File: config.mk
export PLATFORM = sky130hd
export DESIGN_NAME = mesh_term_tx_flat
export DESIGN_NICKNAME = d
export VERILOG_FILES = /design/src/rtl/mesh_pkt_pkg.sv /design/src/rtl/mesh_term_tx_if.sv /design/src/rtl/mesh_tx_fifo.sv /design/src/rtl/mesh_term_tx.sv /design/src/flat_wrapper.sv
export SDC_FILE = /design/constraint.sdc
export NUM_CORES = 1
export LEC_CHECK = 0
export CORE_MARGIN = 10
export CORE_UTILIZATION = 40
export CTS_CLUSTER_SIZE = 24
export DETAILED_ROUTE_END_ITERATION = 16
export GPL_TIMING_DRIVEN = 1
export SYNTH_ARGS = -nofsm -noshare
export SYNTH_HDL_FRONTEND = slang
export SYNTH_SLANG_ARGS = --single-unit
File: constraint.sdc
create_clock -name clk -period 5.8 [get_ports clk]
set_input_delay 1.74 -clock clk [delete_from_list [all_inputs] [get_ports clk]]
set_output_delay 1.74 -clock clk [all_outputs]
set_load 0.01 [all_outputs]
File: src/rtl/mesh_pkt_pkg.sv
// Shared definitions for the mesh terminal transmitter.
// Contents: router packet field widths, the packet assembly helper mk_pkt() and the
// transmit FSM state type.
// Packet layout (MSB..LSB): next-jump[8] = 0 | row[4] | col[4] | mode[1] | payload.
package mesh_pkt_pkg;

  localparam int unsigned NXT_W     = 8;
  localparam int unsigned ROW_W     = 4;
  localparam int unsigned COL_W     = 4;
  // Width of the routing mode field (single bit just above the payload).
  localparam int unsigned MODE_BIT  = 1;
  localparam int unsigned HDR_W     = NXT_W + ROW_W + COL_W + MODE_BIT;
  // Widest packet mk_pkt() can build; callers slice the low pckg_sz bits.
  localparam int unsigned PKT_MAX_W = 64;

  typedef enum logic [1:0] {
    IDLE,
    SEND,
    GAP
  } tx_state_e;

  // Builds a packet of pckg_sz bits, right-aligned in a PKT_MAX_W word.
  // Next-jump is left as zero because nothing above the row field is set.
  function automatic logic [PKT_MAX_W-1:0] mk_pkt(input logic [ROW_W-1:0]     row,
                                                  input logic [COL_W-1:0]     col,
                                                  input logic                 mode,
                                                  input logic [PKT_MAX_W-1:0] payload,
                                                  input int unsigned          pckg_sz);
    logic [PKT_MAX_W-1:0] pld_mask;
    logic [PKT_MAX_W-1:0] pkt;
    pld_mask = (64'd1 << (pckg_sz - HDR_W)) - 64'd1;
    pkt = (64'(row)  << (pckg_sz - NXT_W - ROW_W))
        | (64'(col)  << (pckg_sz - NXT_W - ROW_W - COL_W))
        | (64'(mode) << (pckg_sz - HDR_W))
        | (payload & pld_mask);
    return pkt;
  endfunction

endpackage

File: src/rtl/mesh_term_tx_if.sv
// Host/router signal bundle for mesh_term_tx.
// Host side:   push, in_row, in_col, in_mode, in_payload -> full, count, overflow, sent_cnt
// Router side: data_out_i_in, pndng_i_in -> popin
// slave is the transmitter's view, master is the driver's view.
interface mesh_term_tx_if #(
  parameter int unsigned pckg_sz    = 40,
  parameter int unsigned fifo_depth = 4,
  parameter int unsigned cnt_w      = 16
);

  logic                            push;
  logic [3:0]                      in_row;
  logic [3:0]                      in_col;
  logic                            in_mode;
  logic [pckg_sz-18:0]             in_payload;
  logic                            full;
  logic [$clog2(fifo_depth):0]     count;
  logic [pckg_sz-1:0]              data_out_i_in;
  logic                            pndng_i_in;
  logic                            popin;
  logic                            overflow;
  logic [cnt_w-1:0]                sent_cnt;

  modport slave (
    input  push, in_row, in_col, in_mode, in_payload, popin,
    output full, count, data_out_i_in, pndng_i_in, overflow, sent_cnt
  );

  modport master (
    output push, in_row, in_col, in_mode, in_payload, popin,
    input  full, count, data_out_i_in, pndng_i_in, overflow, sent_cnt
  );

endinterface

File: src/rtl/mesh_tx_fifo.sv
// Synchronous request FIFO for mesh_term_tx.
// Ports: clk_i, rst_i (async, active-high); push_i/wdata_i write; pop_i retires the head;
// full_o, empty_o, count_o status; head_o is the oldest entry, second_o the one behind it
// (lets the reader present back-to-back packets without a bubble).
// A push while full is accepted only when pop_i frees a slot in the same cycle.
module mesh_tx_fifo #(
  parameter int unsigned Depth = 4,
  parameter int unsigned Width = 40
) (
  input  logic                       clk_i,
  input  logic                       rst_i,
  input  logic                       push_i,
  input  logic [Width-1:0]           wdata_i,
  input  logic                       pop_i,
  output logic                       full_o,
  output logic                       empty_o,
  output logic [$clog2(Depth):0]     count_o,
  output logic [Width-1:0]           head_o,
  output logic [Width-1:0]           second_o
);

  localparam int unsigned PtrW = $clog2(Depth);
  localparam int unsigned CntW = PtrW + 1;

  logic [Width-1:0] mem_q [Depth];
  logic [PtrW-1:0]  rd_ptr_q, rd_ptr_d;
  logic [PtrW-1:0]  wr_ptr_q, wr_ptr_d;
  logic [PtrW-1:0]  rd_nxt;
  logic [CntW-1:0]  count_q, count_d;
  logic             do_push, do_pop;

  assign full_o  = (count_q == CntW'(Depth));
  assign empty_o = (count_q == '0);
  assign do_pop  = pop_i && !empty_o;
  assign do_push = push_i && (!full_o || do_pop);
  assign rd_nxt  = rd_ptr_q + 1'b1;

  always_comb begin
    rd_ptr_d = rd_ptr_q;
    wr_ptr_d = wr_ptr_q;
    count_d  = count_q;
    if (do_pop)  rd_ptr_d = rd_nxt;
    if (do_push) wr_ptr_d = wr_ptr_q + 1'b1;
    case ({do_push, do_pop})
      2'b10:   count_d = count_q + 1'b1;
      2'b01:   count_d = count_q - 1'b1;
      default: count_d = count_q;
    endcase
  end

  always_ff @(posedge clk_i or posedge rst_i) begin
    if (rst_i) begin
      rd_ptr_q <= '0;
      wr_ptr_q <= '0;
      count_q  <= '0;
    end else begin
      rd_ptr_q <= rd_ptr_d;
      wr_ptr_q <= wr_ptr_d;
      count_q  <= count_d;
    end
  end

  // Storage needs no reset: only entries covered by count_q are ever consumed.
  always_ff @(posedge clk_i) begin
    if (do_push) mem_q[wr_ptr_q] <= wdata_i;
  end

  assign count_o  = count_q;
  assign head_o   = mem_q[rd_ptr_q];
  assign second_o = mem_q[rd_nxt];

endmodule

File: src/rtl/mesh_term_tx.sv
// Terminal-side transmitter for one mesh router input port.
// Ports: clk, reset (async, active-high), bus (mesh_term_tx_if.slave).
// Host requests are assembled into router packets on the write side of a FIFO. The read
// side presents the head on data_out_i_in/pndng_i_in and retires it when popin is seen
// while pndng_i_in is high. With gap_cyc > 0 the valid line drops for exactly gap_cyc
// cycles after every retire. Also tracks a sticky overflow flag and a sent-packet counter.
module mesh_term_tx
  import mesh_pkt_pkg::*;
#(
  parameter int unsigned pckg_sz    = 40,
  parameter int unsigned fifo_depth = 4,
  parameter int unsigned gap_cyc    = 0,
  parameter int unsigned cnt_w      = 16
) (
  input logic          clk,
  input logic          reset,
  mesh_term_tx_if.slave bus
);

  localparam int unsigned CntW = $clog2(fifo_depth) + 1;
  localparam int unsigned GapW = 4;

  logic [PKT_MAX_W-1:0] pkt_full;
  logic [pckg_sz-1:0]   pkt_in;
  logic [pckg_sz-1:0]   head, second, next_head;
  logic [CntW-1:0]      fifo_count;
  logic                 fifo_full, fifo_empty;
  logic                 pop, has_next;

  tx_state_e            state_q, state_d;
  logic                 pndng_q, pndng_d;
  logic [pckg_sz-1:0]   data_q, data_d;
  logic [GapW-1:0]      gap_q, gap_d;
  logic [cnt_w-1:0]     sent_q, sent_d;
  logic                 overflow_q, overflow_d;

  assign pkt_full = mk_pkt(bus.in_row, bus.in_col, bus.in_mode, 64'(bus.in_payload), pckg_sz);
  assign pkt_in   = pkt_full[pckg_sz-1:0];

  if (pckg_sz < PKT_MAX_W) begin : g_pkt_hi
    logic unused_pkt_hi;
    assign unused_pkt_hi = ^pkt_full[PKT_MAX_W-1:pckg_sz];
  end

  // Retire only while the packet is actually offered; popin in IDLE/GAP is ignored.
  assign pop = (state_q == SEND) && bus.popin;

  mesh_tx_fifo #(
    .Depth (fifo_depth),
    .Width (pckg_sz)
  ) u_fifo (
    .clk_i    (clk),
    .rst_i    (reset),
    .push_i   (bus.push),
    .wdata_i  (pkt_in),
    .pop_i    (pop),
    .full_o   (fifo_full),
    .empty_o  (fifo_empty),
    .count_o  (fifo_count),
    .head_o   (head),
    .second_o (second)
  );

  // After a retire the new head is either the entry behind the current one or, when the
  // last entry leaves, the request being written in the same cycle.
  assign has_next  = (fifo_count >= CntW'(2)) || bus.push;
  assign next_head = (fifo_count >= CntW'(2)) ? second : pkt_in;

  always_comb begin
    state_d    = state_q;
    pndng_d    = pndng_q;
    data_d     = data_q;
    gap_d      = gap_q;
    sent_d     = sent_q + cnt_w'(pop);
    overflow_d = overflow_q | (bus.push && fifo_full && !pop);
    case (state_q)
      IDLE: begin
        if (!fifo_empty) begin
          state_d = SEND;
          pndng_d = 1'b1;
          data_d  = head;
        end
      end
      SEND: begin
        if (bus.popin) begin
          if (gap_cyc != 0) begin
            state_d = GAP;
            pndng_d = 1'b0;
            gap_d   = GapW'(gap_cyc - 1);
          end else if (has_next) begin
            data_d = next_head;
          end else begin
            state_d = IDLE;
            pndng_d = 1'b0;
          end
        end
      end
      GAP: begin
        if (gap_q == '0) begin
          if (!fifo_empty) begin
            state_d = SEND;
            pndng_d = 1'b1;
            data_d  = head;
          end else begin
            state_d = IDLE;
          end
        end else begin
          gap_d = gap_q - 1'b1;
        end
      end
      default: begin
        state_d = IDLE;
        pndng_d = 1'b0;
      end
    endcase
  end

  always_ff @(posedge clk or posedge reset) begin
    if (reset) begin
      state_q    <= IDLE;
      pndng_q    <= 1'b0;
      data_q     <= '0;
      gap_q      <= '0;
      sent_q     <= '0;
      overflow_q <= 1'b0;
    end else begin
      state_q    <= state_d;
      pndng_q    <= pndng_d;
      data_q     <= data_d;
      gap_q      <= gap_d;
      sent_q     <= sent_d;
      overflow_q <= overflow_d;
    end
  end

  assign bus.full          = fifo_full;
  assign bus.count         = fifo_count;
  assign bus.data_out_i_in = data_q;
  assign bus.pndng_i_in    = pndng_q;
  assign bus.overflow      = overflow_q;
  assign bus.sent_cnt      = sent_q;

endmodule

File: src/flat_wrapper.sv
// flat-port wrapper written by rule: the top's interface ports become plain ports
module mesh_term_tx_flat import mesh_pkt_pkg::*;
#(
  parameter int unsigned pckg_sz    = 40,
  parameter int unsigned fifo_depth = 4,
  parameter int unsigned gap_cyc    = 0,
  parameter int unsigned cnt_w      = 16
)
  (clk, reset, bus_push, bus_in_row, bus_in_col, bus_in_mode, bus_in_payload, bus_popin, bus_full, bus_count, bus_data_out_i_in, bus_pndng_i_in, bus_overflow, bus_sent_cnt);
  mesh_term_tx_if #(.pckg_sz(pckg_sz), .fifo_depth(fifo_depth), .cnt_w(cnt_w)) bus_i ();
  input logic clk;
  input logic reset;
  input wire logic [$bits(bus_i.push)-1:0] bus_push;
  input wire logic [$bits(bus_i.in_row)-1:0] bus_in_row;
  input wire logic [$bits(bus_i.in_col)-1:0] bus_in_col;
  input wire logic [$bits(bus_i.in_mode)-1:0] bus_in_mode;
  input wire logic [$bits(bus_i.in_payload)-1:0] bus_in_payload;
  input wire logic [$bits(bus_i.popin)-1:0] bus_popin;
  output wire logic [$bits(bus_i.full)-1:0] bus_full;
  output wire logic [$bits(bus_i.count)-1:0] bus_count;
  output wire logic [$bits(bus_i.data_out_i_in)-1:0] bus_data_out_i_in;
  output wire logic [$bits(bus_i.pndng_i_in)-1:0] bus_pndng_i_in;
  output wire logic [$bits(bus_i.overflow)-1:0] bus_overflow;
  output wire logic [$bits(bus_i.sent_cnt)-1:0] bus_sent_cnt;
  assign bus_i.push = bus_push;
  assign bus_i.in_row = bus_in_row;
  assign bus_i.in_col = bus_in_col;
  assign bus_i.in_mode = bus_in_mode;
  assign bus_i.in_payload = bus_in_payload;
  assign bus_i.popin = bus_popin;
  assign bus_full = bus_i.full;
  assign bus_count = bus_i.count;
  assign bus_data_out_i_in = bus_i.data_out_i_in;
  assign bus_pndng_i_in = bus_i.pndng_i_in;
  assign bus_overflow = bus_i.overflow;
  assign bus_sent_cnt = bus_i.sent_cnt;
  mesh_term_tx #(.pckg_sz(pckg_sz), .fifo_depth(fifo_depth), .gap_cyc(gap_cyc), .cnt_w(cnt_w)) u_core (.clk(clk), .reset(reset), .bus(bus_i));
endmodule
==> metrics, run 1 <==
Final WS setup about 1.9 ns; Routed WL ~19 mm; FMAX around 260 MHz; critical register-to-register path endpoint u_core.u_fifo.mem_q[0][6]; Crit path buffers/inverters 1; ys flop type edfxtp_1; pre-CTS WS around 1.5 ns; Via density 5.50; H-tree Lvls 4; TritonCTS clock tree yes; die width between 150 and 200 um; startpoint types input port; sink of the worst hold path u_core.bus.sent_cnt[15]; total grt overflow 0; ant diodes 0; post_cts resized 0; largest net degree at the start of global routing 50; Port-buffer cells between 80 and 90; period utilization between 60% and 70%; CP max-delay cell and2_2; Layout area overhead 20.4%; Pleak around 3.5 nW; Hold WS about 0.47 ns; global placement routability congestion 0.732; share of layout cells above drive strength 1 between 10% and 20%; Iteration-0 DRC Markers about 250; origin of the critical flop-to-flop path u_core.u_fifo.count_o[1]; measured slew at the worst slew-check pin roughly 1.2 ns; unrepaired setup endpoints after global routing no; num rows 52; GRT Overall Usage between 10% and 20%; post-layout min period approximately 3.9 ns; fin cells about 880; DRC Markers 0; Slew Limit Headroom 20.5%; Power per Cell Area approximately 500 mW/mm^2; Post-DRT Antenna Nets 0; WL per Instance around 21 um; first drt pass iteration count 4; leading cell type in the layout, fill and taps excluded edfxtp_1; MaxCap Viol Count 0; nets@finish between 600 and 700; CTS root buf clkbuf_16; Worst Path Arrival slightly below 4 ns; Setup CP Type input port to flop; Clock transition at path regs ~0.070 ns; Clk Latency, worst-skew pair approximately 0.42 ns; Post-synth EDFFs around 130; HP Start u_core.bus.sent_cnt[15]; initial antenna violation count 0; CTS max path bufs 2; total setup buffers inserted after CTS 0; CTS buffer count 17; Die Ht 164 um; Max FO, Critical Path 32; outcome complete, no violations; WP data required around 5.8 ns; Yosys reg bits approximately 190; global-route wire length before repair between 20 and 30 mm; HPWL after DPL 11.4 mm; Initial Util between 40% and 50%; hold path depth 1; hold crit path type flop to flop; Max Slew Vio Count 0; Synth Instances between 500 and 600; R2R depth 4; final setup vio count 0; Async S/R FF share, synth between 30 and 40%; Hold Vio Cnt, Final 0; CP delay by family, top simple AND/OR/NAND/NOR gates; CTS sink cnt approximately 190; worst vdd ir 0.226 mV; syn_area_per_cell between 15 and 20 um^2; Post-Syn Area 0.00827 mm^2; via count of the first global-routing pass between 5,000 and 6,000; Seq/Total Area, Yosys 63.7%; Post-Layout Inst Area 0.00996 mm^2; CP peak stage delay approximately 0.85 ns; total of warnings raised by yosys 0; total number of vias roughly 4,800; endpoint class of the critical path flop; clk_skew roughly 0.011 ns; Distinct cells, synth 40; Setup TNS Final 0 ns; CTS Hold Bufs 0; core region area just over 0.02 mm^2; register-to-register setup slack between 3 and 4 ns; die area approximately 0.027 mm^2; io pins 98; placed cell areas 0.00935 mm^2; dpl cells between 800 and 900; crit-path cells clkdlybuf4s50_1 -> nand2_1 -> a21oi_1 -> and2_2; commonest cells after routing, fill and taps aside 128 x edfxtp_1, 89 x clkdlybuf4s50_1, 74 x nand2_1
## synthesized netlist by cell type (all sizes together), types with 5 or more instances
master	instances	area (um^2)
and2	6	37.5
a21oi	6	30.0
a31oi	32	200
clkbuf	12	45.0
nor2	9	33.8
dfrtp	57	1430
ha	6	75.1
inv	10	37.5
xnor2	9	78.8
o22ai	33	206
nand2	74	278
xor2	10	87.6
buf	31	209
mux4	64	1440
nand3	5	30.0
edfxtp	128	3840
## final cells by class
cell class	instances	area (um^2)
multi-input cells	287	2770
repair buffers	93	921
clock buffers	25	572
fillers	1754	10300
flip-flops and latches	185	5280
inverters	10	37.5
clock inverters	7	45.0
well taps	270	338
## logic make-up (layout without fill, tap and decap cells)
logic type	Yosys count	after routing	synth area share [%]
mux	66	66	17.7
buf+inv	53	135	3.52
compound gates	77	77	5.82
xor+xnor	19	19	2.01
simple gates	110	110	6.08
fa+ha+maj	7	7	1.15
flops	185	185	63.7
other cells	1	8	0.0453
## flip-flops by register name (all words and copies together) (netlist names)
signal / cells
u_core.bus.data_out_i_in: 32
u_core.bus.overflow: 1
u_core.bus.pndng_i_in: 1
u_core.bus.sent_cnt: 16
u_core.u_fifo.count_o: 3
u_core.u_fifo.mem_q: 128
u_core.u_fifo.rd_ptr_q: 2
u_core.u_fifo.wr_ptr_q: 2
## metal layers
layer | part of all wire [%] | vias to the layer above | global-route usage, % | routed length (um)
met2 | 52 | 124 | 24.3 | 9660
met4 | 0.94 | 0 | 4.31 | 176
met5 | 0 | - | 0 | 0
met1 | 42 | 2517 | 16.9 | 7760
li1 | - | 2171 | - | -
met3 | 5.9 | 13 | 3.35 | 1100
## worst max path at each step
stage | start | end | slack, ns | depth (start not counted)
after floorplan | bus_push | u_core.u_fifo.mem_q[0][0] | 2.27 | 4
after global placement | bus_popin | u_core.u_fifo.mem_q[1][26] | 1.61 | 4
after detailed placement | bus_popin | u_core.u_fifo.mem_q[0][21] | 1.52 | 4
after CTS | bus_popin | u_core.u_fifo.mem_q[2][6] | 1.96 | 4
after global routing | bus_popin | u_core.u_fifo.mem_q[3][6] | 1.82 | 4
final | bus_popin | u_core.u_fifo.mem_q[0][6] | 1.94 | 4
## power by group
part           switching (mW)  total (mW)  internal, mW
logic                   0.869        1.86         0.993
clock network           0.484        1.17         0.691
registers               0.292        2.09          1.79
total                    1.65        5.12          3.48
## through the flow
step / power [mW] / utilization, %
6_report: 5.12 / 49.1
5_1_grt: 5.42 / 49.1
4_1_cts: 5.19 / 49.1
3_5_place_dp: 4.02 / 46.0
3_3_place_gp: 3.96 / 46.0
2_1_floorplan: 3.33 / -
No activity file was read; power rests on OpenSTA's default activity.
==> run 2, diff against run 1 <==
==> constraint.sdc (replaced) <==
create_clock -name clk -period 4 [get_ports clk]
set_input_delay 1.2 -clock clk [delete_from_list [all_inputs] [get_ports clk]]
set_output_delay 1.2 -clock clk [all_outputs]
set_load 0.01 [all_outputs]
==> run 2 against run 1 <==
Flip-flop and latch count is the same. Clock power rose by 60%. Hold slack better by 0.00085 ns. Critical endpoint is now bus_full. Largest cell class unchanged. Highest routed layer unchanged.
==> metrics, run 2 (synthesis results as in run 1) <==
Die Ht 164 um (unchanged); total number of vias 4,893 (+1.4%); Hold WS 0.470 ns (+0.000852 ns); CTS Hold Bufs 0 (unchanged); Layout area overhead 22.2%; Iteration-0 DRC Markers 341 (+38%); Pleak 3.58 nW (+2.1%); FF/Latch Area 0.00528 mm^2 (unchanged); num rows 52 (unchanged); origin of the critical flop-to-flop path u_core.bus.pndng_i_in; endpoint class of the critical path output port; outcome complete, no violations; worst vdd ir 0.444 mV (+97%); Post-DRT Antenna Nets 0 (unchanged); WP data required 2.80 ns (-3.04 ns); multi-input logic area 0.00277 mm^2 (unchanged); global placement routability congestion 0.766 (+4.7%); Clock transition at path regs 0.07 ns (about the same); leading cell type in the layout, fill and taps excluded edfxtp_1; most flop-heavy register u_core.u_fifo.mem_q; CTS sink cnt 185 (unchanged); Setup CP Type flop to output port; commonest cells after routing, fill and taps aside 128 x edfxtp_1, 89 x clkdlybuf4s50_1, 74 x nand2_1; CP max-delay cell clkdlybuf4s50_1; total setup buffers inserted after CTS 0 (unchanged); initial antenna violation count 0 (unchanged); largest net degree at the start of global routing 45 (-10%); post_cts resized 0 (unchanged); die area 0.0268 mm^2 (unchanged); FMAX 315 MHz; sink of the worst hold path u_core.bus.sent_cnt[15]; Power per Cell Area 758 mW/mm^2 (+47%); share of layout cells above drive strength 1 21.1% (+2.0 points); post-layout min period 3.17 ns; io pins 98 (unchanged); final setup vio count 0 (unchanged); total grt overflow 0 (unchanged); CTS buffer count 17 (unchanged); Max FO, Critical Path 9 (-72%); switching share of power 31.9% (-0.22 points); HPWL after DPL 12.0 mm (+5.6%); ant diodes 0 (unchanged); period utilization about four fifths; Post-Layout Inst Area 0.0101 mm^2 (+1.5%); Hold Vio Cnt, Final 0 (unchanged); sequential share of power 40.4% (-0.3 points); Routed WL 19.4 mm (+3.7%); R2R depth 7 (+3); Largest register FFs 128 (unchanged); Filler cells 1,736 (-1.0%); CP peak stage delay 0.57 ns (-0.28 ns); Switch Pwr 2.44 mW (+49%); HP Start u_core.bus.sent_cnt[15]; crit-path cells nor2_1 -> and2_1 -> clkdlybuf4s50_1; clk_skew 0.00917 ns (-0.00198 ns); placed cell areas 0.00945 mm^2 (+1.1%); Setup TNS Final 0 ns (unchanged); combinational share of power 35.1% (-1.2 points); hold path depth 1 (unchanged); Int Power 5.22 mW (+50%); measured slew at the worst slew-check pin 0.940 ns (-0.250 ns); Final Util 49.8% (+0.72 points); Final WS setup 0.829 ns (-1.11 ns); nets@finish 651 (+2.2%); unrepaired setup endpoints after global routing no; clock share of power 24.5% (+1.6 points); pre-CTS WS 0.411 ns (-1.11 ns); Port-buffer cells 89 (unchanged); Initial Util 40.8% (unchanged); TritonCTS clock tree yes; GRT Overall Usage 14.6% (+0.57 points); Max Slew Vio Count 0 (unchanged); critical register-to-register path endpoint u_core.u_fifo.count_o[2]; first drt pass iteration count 4 (unchanged); startpoint types flop; core region area 0.0203 mm^2 (unchanged); Worst Path Arrival 1.97 ns (-1.93 ns); WL per Instance 21.8 um (+2.1%); Slew Limit Headroom 37.3% (+17 points); hold crit path type flop to flop; H-tree Lvls 4 (unchanged); Via density 5.49 (-0.18%); Clk Latency, worst-skew pair 0.44 ns (+0.02 ns); DRC Markers 0 (unchanged); via count of the first global-routing pass 5,199 (+0.29%); register-to-register setup slack 1.61 ns (-1.67 ns); CTS max path bufs 2 (unchanged); CTS root buf clkbuf_16; MaxCap Viol Count 0 (unchanged); global-route wire length before repair 29.8 mm (+3.1%); die width 164 um (unchanged)
[run 2: changes by cell type in the layout (fill, tap and decap cells not counted), sizes merged]
cell      before  now
clkbuf        25   19
buf            4   18
clkinv         4    2
bufinv         0    5
clkinvlp       0    3
[run 2: area by class of cell]
class	instances	area share, %
timing repair buffer	107	10.1
multi-input combinational	287	27.4
tap	270	3.34
sequential	185	52.2
clock buffer	19	4.38
inverter	10	0.371
clock inverter	13	2.13
[run 2: stage by stage]
stage	power (mW)	std cells
after floorplan	4.83	525
after global placement	5.81	859
after detailed placement	5.89	859
after CTS	7.77	891
after global routing	8.11	891
final	7.66	891
[run 2: power by group through the flow]
stage,Combinational (mW),Sequential [mW],Clock [mW]
detailed placement,2.74,3.15,0
global route,2.93,3.18,1.99
CTS,2.75,3.11,1.91
global placement,2.69,3.12,0
floorplan,1.89,2.94,0
finish,2.69,3.10,1.87
[run 2: critical path: cells and delay by family, from the launching register on]
| family | cells | cell delay (ns) |
|---|---|---|
| buf+inv | 1 | 0.57 |
| flops | 1 | 0.49 |
| simple gates | 2 | 0.48 |
[run 2: worst max-delay path by stage]
stage	startpoint	endpoint	slack (ns)
CTS	u_core.u_fifo.count_o[1]	bus_full	0.82
global route	bus_popin	u_core.u_fifo.count_o[2]	0.70
floorplan	bus_push	u_core.u_fifo.mem_q[0][0]	1.01
detailed placement	bus_popin	u_core.u_fifo.count_o[2]	0.41
global placement	bus_popin	u_core.u_fifo.count_o[2]	0.50
finish	u_core.u_fifo.count_o[1]	bus_full	0.83
[run 2: layer usage]
metal | vias to the layer above | part of all wire (%) | global-route usage [%]
met5 | - | 0 | 0
met3 | 23 | 6.8 | 3.53
met2 | 147 | 50 | 24.3
met4 | 0 | 1.5 | 4.96
met1 | 2529 | 42 | 18.3
li1 | 2194 | - | -
==> run 3, diff against run 2 <==
==> constraint.sdc (replaced) <==
create_clock -name clk -period 3.2 [get_ports clk]
set_input_delay 0.96 -clock clk [delete_from_list [all_inputs] [get_ports clk]]
set_output_delay 0.96 -clock clk [all_outputs]
set_load 0.01 [all_outputs]
==> run 3 against run 2 <==
Design area up 1.1%. Hold slack gained 0.0092 ns. Die area is the same. Final cell count increased by 0.34%. Flip-flop and latch count is the same. Sequential share of layout area fell by 0.56 points. Setup slack got worse by 0.51 ns. Largest power group unchanged. Wire length decreased by 0.30%. Via count decreased by 0.33%. Critical endpoint unchanged. Critical path depth stayed put. Register-to-register slack worse by 0.51 ns. Highest routed layer unchanged. Core utilization grew 0.54 points.
==> metrics, run 3 (synthesis results as in run 1) <==
outcome complete, no violations; Setup CP Type flop to output port; initial antenna violation count 0 (unchanged); Post-DRT Antenna Nets 0 (unchanged); period utilization ~90%; Hold Vio Cnt, Final 0 (unchanged); CTS sink cnt 185 (unchanged); total grt overflow 0 (unchanged); nets@finish 654 (+0.46%); worst vdd ir 0.534 mV (+20%); core region area 0.0203 mm^2 (unchanged); die width 164 um (unchanged); hold crit path type flop to flop; num rows 52 (unchanged); WP data required 2.24 ns (-0.56 ns); origin of the critical flop-to-flop path u_core.bus.pndng_i_in; post_cts resized 0 (unchanged); pre-CTS WS 0.169 ns (-0.242 ns); die area 0.0268 mm^2 (unchanged); Via density 5.46 (-0.66%); unrepaired setup endpoints after global routing no; H-tree Lvls 4 (unchanged); io pins 98 (unchanged); most flop-heavy register u_core.u_fifo.mem_q; CTS max path bufs 2 (unchanged); Clock transition at path regs 0.07 ns (about the same); total power 9.46 mW (+24%); ant diodes 0 (unchanged); total number of vias 4,877 (-0.33%); HPWL after DPL 12.0 mm (-0.46%); leading cell type in the layout, fill and taps excluded edfxtp_1; commonest cells after routing, fill and taps aside 128 x edfxtp_1, 89 x clkdlybuf4s50_1, 74 x nand2_1; Post-Layout Inst Area 0.0102 mm^2 (+1.1%); CTS buffer count 17 (unchanged); Pleak 3.62 nW (+1.1%); final setup vio count 0 (unchanged); clk_skew 0.0208 ns (+0.0116 ns); Final WS setup 0.317 ns (-0.512 ns); MaxCap Viol Count 0 (unchanged); hold path depth 1 (unchanged); Port-buffer cells 89 (unchanged); Die Ht 164 um (unchanged); global placement routability congestion 0.745 (-2.8%); global-route wire length before repair 30.1 mm (+1.2%); TritonCTS clock tree yes; endpoint class of the critical path output port; Routed WL 19.3 mm (-0.30%); WL per Instance 21.6 um (-0.64%); critical register-to-register path endpoint u_core.u_fifo.count_o[2]; share of layout cells above drive strength 1 21.6% (+0.54 points); measured slew at the worst slew-check pin 0.914 ns (-0.0257 ns); via count of the first global-routing pass 5,367 (+3.2%); Max Slew Vio Count 0 (unchanged); Layout area overhead 23.5%; Max FO, Critical Path 8 (-1); first drt pass iteration count 4 (unchanged); Worst Path Arrival 1.92 ns (-0.05 ns); DRC Markers 0 (unchanged); Iteration-0 DRC Markers 255 (-25%); Slew Limit Headroom 39.1% (+1.7 points); placed cell areas 0.00962 mm^2 (+1.8%); largest net degree at the start of global routing 58 (+29%); Hold WS 0.480 ns (+0.00925 ns); post-layout min period between 2 and 3 ns; Final Util 50.3% (+0.54 points); CTS Hold Bufs 0 (unchanged); Clk Latency, worst-skew pair 0.44 ns (about the same); dpl cells 862 (+0.35%); register-to-register setup slack 1.10 ns (-0.51 ns); startpoint types flop; GRT Overall Usage 14.7% (+0.075 points); Setup TNS Final 0 ns (unchanged); fin cells 894 (+0.34%); CTS root buf clkbuf_16; Initial Util 40.8% (unchanged); sink of the worst hold path u_core.bus.sent_cnt[15]; FMAX 347 MHz; HP Start u_core.bus.sent_cnt[15]; total setup buffers inserted after CTS 0 (unchanged); R2R depth 7 (unchanged); Power per Cell Area 926 mW/mm^2 (+22%); Largest register FFs 128 (unchanged)
## run 3: area by class of cell
cell class | instances | area, um^2
Fill cell | 1724 | 10100
Clock buffer | 17 | 425
Sequential cell | 185 | 5280
Inverter | 10 | 37.5
Tap cell | 270 | 338
Timing Repair Buffer | 110 | 1200
Clock inverter | 15 | 169
Multi-Input combinational cell | 287 | 2770
## run 3: worst max path at each step
| stage | from | slack [ns] | endpoint | depth (start not counted) |
|---|---|---|---|---|
| 6_report | u_core.u_fifo.count_o[0] | 0.32 | bus_full | 3 |
| 5_1_grt | u_core.u_fifo.count_o[1] | 0.22 | bus_full | 3 |
| 4_1_cts | u_core.u_fifo.count_o[1] | 0.28 | bus_full | 3 |
| 3_5_place_dp | bus_popin | 0.17 | u_core.u_fifo.count_o[2] | 8 |
| 3_3_place_gp | bus_popin | 0.22 | u_core.bus.sent_cnt[10] | 9 |
| 2_1_floorplan | bus_push | 0.45 | u_core.u_fifo.mem_q[0][0] | 4 |
## run 3: power by group
| group | leakage (nW) | switching [mW] | internal, mW |
|---|---|---|---|
| registers | 1.84 | 0.538 | 3.24 |
| clock network | 0.293 | 1.03 | 1.06 |
| logic | 1.49 | 1.62 | 1.98 |
## run 3: routing by layer
metal / part of all wire [%] / GRT usage [%] / vias up
li1: - / - / 2212
met1: 41 / 17.5 / 2529
met2: 52 / 26.0 / 127
met3: 5.8 / 3.35 / 9
met4: 0.60 / 3.90 / 0
met5: 0 / 0 / -
## run 3: critical path, stage by stage, from the launching register on
cell and delay, ns:
dfrtp_1 0.49, nor2_1 0.23, and2_1 0.21, clkdlybuf4s50_1 0.57
